<file path="config.mk">
export PLATFORM = sky130hd
export DESIGN_NAME = pipe_ctl
export DESIGN_NICKNAME = d
export VERILOG_FILES = /design/src/rtl/pipe_pkg.sv /design/src/rtl/pipe_ctl_sat_counter.sv /design/src/rtl/pipe_ctl.sv
export SDC_FILE = /design/constraint.sdc
export NUM_CORES = 1
export LEC_CHECK = 0
export ABC_AREA = 1
export CAP_MARGIN = 20
export CELL_PAD_IN_SITES_DETAIL_PLACEMENT = 0
export CELL_PAD_IN_SITES_GLOBAL_PLACEMENT = 2
export CORE_MARGIN = 2
export CORE_UTILIZATION = 13
export CTS_BUF_LIST = sky130_fd_sc_hd__clkbuf_8
export DETAILED_ROUTE_END_ITERATION = 8
export GPL_TIMING_DRIVEN = 0
export PLACE_DENSITY = 0.9
export SLEW_MARGIN = 20
export SYNTH_ARGS = -nofsm -noshare
export SYNTH_HDL_FRONTEND = slang
export SYNTH_SLANG_ARGS = --single-unit
</file>
<file path="constraint.sdc">
create_clock -name clock -period 1.85 [get_ports clock]
set_input_delay 0.4625 -clock clock [delete_from_list [all_inputs] [get_ports clock]]
set_output_delay 0.4625 -clock clock [all_outputs]
set_load 0.03 [all_outputs]
</file>
<file path="src/rtl/pipe_pkg.sv">
// Shared encodings for the Y86-64 pipeline hazard controller: icodes,
// status codes, the "no register" ID and the controller FSM states.
`default_nettype none

package pipe_pkg;

   localparam logic [3:0] I_HALT  = 4'h0;
   localparam logic [3:0] I_NOP   = 4'h1;
   localparam logic [3:0] I_CMOV  = 4'h2;
   localparam logic [3:0] I_IRMOV = 4'h3;
   localparam logic [3:0] I_RMMOV = 4'h4;
   localparam logic [3:0] I_MRMOV = 4'h5;
   localparam logic [3:0] I_OPQ   = 4'h6;
   localparam logic [3:0] I_JXX   = 4'h7;
   localparam logic [3:0] I_CALL  = 4'h8;
   localparam logic [3:0] I_RET   = 4'h9;
   localparam logic [3:0] I_PUSH  = 4'hA;
   localparam logic [3:0] I_POP   = 4'hB;

   localparam logic [2:0] S_AOK = 3'd1;
   localparam logic [2:0] S_HLT = 3'd2;
   localparam logic [2:0] S_ADR = 3'd3;
   localparam logic [2:0] S_INS = 3'd4;

   localparam logic [3:0] RNONE = 4'hF;

   typedef enum logic [1:0] {
      ST_RUN      = 2'd0,
      ST_RET_WAIT = 2'd1,
      ST_HALTED   = 2'd2
   } state_t;

endpackage : pipe_pkg

`default_nettype wire

</file>
<file path="src/rtl/pipe_ctl_sat_counter.sv">
// sat_counter: event counter that sticks at all-ones instead of wrapping.
`default_nettype none

module sat_counter #(
   parameter int CNT_W = 32
) (
   input  logic             clock,
   input  logic             reset,
   input  logic             inc,
   output logic [CNT_W-1:0] count
);

   logic [CNT_W-1:0] count_q;

   always_ff @(posedge clock or negedge reset) begin
      if (!reset) begin
         count_q <= '0;
      end else if (inc && (count_q != '1)) begin
         count_q <= count_q + CNT_W'(1);
      end
   end

   assign count = count_q;

endmodule : sat_counter

`default_nettype wire

</file>
<file path="src/rtl/pipe_ctl.sv">
// pipe_ctl: stall/bubble/set_cc control for the five-stage Y86-64 pipeline.
// Define PIPE_CTL_PERF_EN to build the load-use / mispredict / ret counters.
`default_nettype none

module pipe_ctl
   import pipe_pkg::*;
#(
   parameter int CNT_W = 32
) (
   input  logic             clock,
   input  logic             reset,
   input  logic [3:0]       d_icode,
   input  logic [3:0]       d_srcA,
   input  logic [3:0]       d_srcB,
   input  logic [3:0]       e_icode,
   input  logic [3:0]       e_dstM,
   input  logic             e_cnd,
   input  logic [2:0]       m_stat,
   input  logic [2:0]       w_stat,
   output logic             f_stall,
   output logic             d_stall,
   output logic             w_stall,
   output logic             d_bubble,
   output logic             e_bubble,
   output logic             m_bubble,
   output logic             set_cc,
   output logic [CNT_W-1:0] perf_lu,
   output logic [CNT_W-1:0] perf_mp,
   output logic [CNT_W-1:0] perf_ret
);

   state_t state_q;
   logic   cnt_q;

   logic lu_hz;
   logic mp_hz;
   logic rt_hz;
   logic exc;

   assign lu_hz = ((e_icode == I_MRMOV) || (e_icode == I_POP)) &&
                  (e_dstM != RNONE) &&
                  ((e_dstM == d_srcA) || (e_dstM == d_srcB));
   assign mp_hz = (e_icode == I_JXX) && !e_cnd;
   assign rt_hz = (d_icode == I_RET) || (state_q == ST_RET_WAIT);
   assign exc   = (m_stat != S_AOK) || (w_stat != S_AOK);

   // A ret only starts its wait once it leaves D unstalled and unsquashed.
   always_ff @(posedge clock or negedge reset) begin
      if (!reset) begin
         state_q <= ST_RUN;
         cnt_q   <= 1'b0;
      end else if (w_stat != S_AOK) begin
         state_q <= ST_HALTED;
      end else begin
         case (state_q)
            ST_RUN: begin
               if ((d_icode == I_RET) && !mp_hz && !lu_hz) begin
                  state_q <= ST_RET_WAIT;
                  cnt_q   <= 1'b1;
               end
            end
            ST_RET_WAIT: begin
               if (cnt_q == 1'b0) begin
                  state_q <= ST_RUN;
               end else begin
                  cnt_q <= cnt_q - 1'b1;
               end
            end
            ST_HALTED: state_q <= ST_HALTED;
            default:   state_q <= ST_RUN;
         endcase
      end
   end

   always_comb begin
      f_stall  = 1'b0;
      d_stall  = 1'b0;
      w_stall  = 1'b0;
      d_bubble = 1'b0;
      e_bubble = 1'b0;
      m_bubble = 1'b0;
      set_cc   = 1'b0;
      if (!reset) begin
         d_bubble = 1'b1;
         e_bubble = 1'b1;
         m_bubble = 1'b1;
      end else if (state_q == ST_HALTED) begin
         w_stall  = 1'b1;
         f_stall  = 1'b1;
         d_bubble = 1'b1;
         e_bubble = 1'b1;
         m_bubble = 1'b1;
      end else begin
         if (mp_hz) begin
            d_bubble = 1'b1;
            e_bubble = 1'b1;
         end else if (lu_hz) begin
            f_stall  = 1'b1;
            d_stall  = 1'b1;
            e_bubble = 1'b1;
         end else if (rt_hz) begin
            f_stall  = 1'b1;
            d_bubble = 1'b1;
         end
         m_bubble = exc;
         set_cc   = !exc && (e_icode == I_OPQ);
      end
   end

`ifdef PIPE_CTL_PERF_EN
   // Counters record the hazard that actually won priority this cycle.
   logic cnt_en;
   assign cnt_en = (state_q != ST_HALTED);

   sat_counter #(.CNT_W(CNT_W)) u_cnt_lu (
      .clock (clock),
      .reset (reset),
      .inc   (cnt_en && lu_hz && !mp_hz),
      .count (perf_lu)
   );

   sat_counter #(.CNT_W(CNT_W)) u_cnt_mp (
      .clock (clock),
      .reset (reset),
      .inc   (cnt_en && mp_hz),
      .count (perf_mp)
   );

   sat_counter #(.CNT_W(CNT_W)) u_cnt_ret (
      .clock (clock),
      .reset (reset),
      .inc   (cnt_en && rt_hz && !mp_hz && !lu_hz),
      .count (perf_ret)
   );
`else
   assign perf_lu  = '0;
   assign perf_mp  = '0;
   assign perf_ret = '0;
`endif

endmodule : pipe_ctl

`default_nettype wire

</file>
==> run summary <==
Via density: 2.68
CTS sink cnt: 3
Seq cells post-synth: 3
Number of max-cap violations: 0
H-tree levels: 1
Detailed router's first-iteration violation count: 6
Num CTS Buffers: 3
Drt first pass iters: 5
Vias in the first global route: 944
Initial Util: 13.2%
CP Class: in2out
CTS clock-pin slew for the worst setup and hold paths: 0.03 ns
Final setup TNS: 0 ns
ANT nets after route: 0
Root Buffer: clkbuf_8
Register area share after synthesis: 6.25%
Gate Count Post-Synth: 195
Mapped Avg Cell Area: 6.16 um2
Crit path launch type: primary input
Initial antenna violation count: 0
Largest net degree at the start of global routing: 6
Cell count along the critical path: 9
DP Area: 2050 um2
Insertion delay to the later sink of the worst-skew pair: 0.22 ns
Unrepaired setup endpoints after global routing: yes
Post-synth EDFFs: 0
Peak per-stage delay on the critical path: 0.23 ns
Synth top cells by count: buf_4, nand2_1, inv_1, nor2_1, nand3_1
Crit path max-delay family: simple AND/OR/NAND/NOR gates
CP Cell Sequence: dlygate4sd2_1, nor2_1, nand3_2, nand2_2, inv_1, nand2_1, nand2_1, nand2_2, buf_6
Crit path max fanout: 2
Period utilisation layout: 99.0%
Final Util: 23.9%
CP required: 1.39 ns
Post-cts hold buffer count: 0
Std-Cell Rows: 35
Synth warn: 0
Fin. Hold Viols: 0
Worst Hold Class: in2async
Cell Pwr Density: 373 nW/um2
Final Cell Area: 2170 um2
Max Slew Vio Count: 0
Vias post-DR: 1,195
First-pass GRT wire length: 3870 um
WP buf/inv: 3
Slowest CP cell: dlygate4sd2_1
Worst-case clock buffer depth: 2
TritonCTS clock tree: built
Layout cells sized above 1: 48.4%
Clk_skew: 0.00105 ns
Largest area contributor in the netlist: buf_4
Average wire per standard cell: 6.37 um
Drc violations: 0
Crit. End Element: primary output
Main synth FF type: dfrtp_1
DRT Wirelength: 2840 um
Die Area: 10,000 um2
Nets: 365
Synth top area share: 60.0%
Ys async rst share: 100%
Synthesized area: 1200 um2
Arr. time, crit path: 1.37 ns
Tmin final: 1.83 ns
Total Routing Usage GR: 4.85%
Leak: 1.38 nW
Ranking of synthesized cells by area: buf_4, nand2_1, inv_1, dfrtp_1, nor2_1
Status: complete, no violations
Die outline height: 100 um
R2r worst-path depth: 5
Max IR drop VDD: 0.108 mV
Die Wd: 100 um
Area Overhead vs Synth: 81.0%
Count leader, synth: buf_4
Congestion Overflow GR: 0
Routability cong.: 0.670
DP HPWL: 2520 um
Tot Pwr: 0.811 mW
Final Setup Violations: 0
Max Fclk: 0.546 GHz
Port buffer count: 35
I/O Pins: 132
Core ar.: 9110 um2
Cell variety after synth: 15
# diodes: 0
-- state kept, by name, indices dropped and copies added, names as in the netlist --
name and flops:
cnt_q 1, state_q 2
-- metrics by stage --
| stage | hold slack, ns | worst slack (ns) | instances |
|---|---|---|---|
| finish | 0.0422 | 0.0182 | 446 |
| global route | 0.0468 | -0.0900 | 446 |
| CTS | 0.0433 | -0.0101 | 445 |
| detailed placement | 0.512 | -1.06 | 436 |
| global placement | 0.505 | -1.03 | 436 |
| floorplan | 0.167 | 0.0119 | 290 |
-- cell type report --
type / count / area [um2]
timing repair buffer: 41 / 349
tap: 111 / 139
inverter: 26 / 100
clock inverter: 1 / 3.75
clock buffer: 3 / 41.3
multi-input combinational: 165 / 746
buffer: 96 / 721
sequential: 3 / 75.1
fill: 1029 / 6930
-- per-layer routing --
metal,up-vias,GRT usage (%),routed length (um)
met1,470,4.97,968
met3,4,1.11,290
met2,61,9.09,1540
met4,0,2.53,43
met5,-,0,0
li1,660,-,-
-- worst register-to-register path: cells and delay by family, from the launching register on --
family | cells | cell delay, ns
AO/OA/AOI/OAI | 1 | 0.15
AND/OR/NAND/NOR | 3 | 0.27
buffers and inverters | 1 | 0.08
flip-flops | 1 | 0.37
-- what timing repair did --
action | CTS | global route
setup endpoints to repair | 7 | 6
setup buffers | 5 | 1
gates cloned | 0 | 0
resized for setup | 143 | 20
pin swaps | 36 | 22
-- path summary, 6_finish.rpt --
check	endpoint	slack [ns]	from
max in group asynchronous	state_q[1]	1.69	reset
worst max-delay path	f_stall	0.02	d_icode[2]
worst max register to register	state_q[0]	0.91	state_q[1]
min in group clock	cnt_q	0.53	cnt_q
worst min register to register	cnt_q	0.53	cnt_q
worst min-delay path	cnt_q	0.04	reset
-- cell usage in the layout (no fill, tap or decap), types with 4 or more instances in the layout --
master,count
nand2_1,33
conb_1,96
nand2_2,7
dlygate4sd2_1,8
buf_4,104
inv_1,15
buf_2,9
buf_6,11
nor2_4,4
inv_2,11
nor2_1,10
-- power breakdown --
group	total, mW	switching [mW]	internal (mW)
clock network	0.187	0.0453	0.141
registers	0.0661	0	0.0661
logic	0.558	0.350	0.208
total	0.811	0.395	0.416
-- cells by family (layout without fill, tap and decap cells) --
group / count (synthesis) / after routing / share of synthesized area, %
other: 1 / 96 / 0.312
and+or+nand+nor: 65 / 65 / 23.0
buffers and inverters: 122 / 167 / 68.1
AOI/OAI and AO/OA: 4 / 4 / 2.29
DFF: 3 / 3 / 6.25
Note: power is estimated with default switching activity, not from simulation.
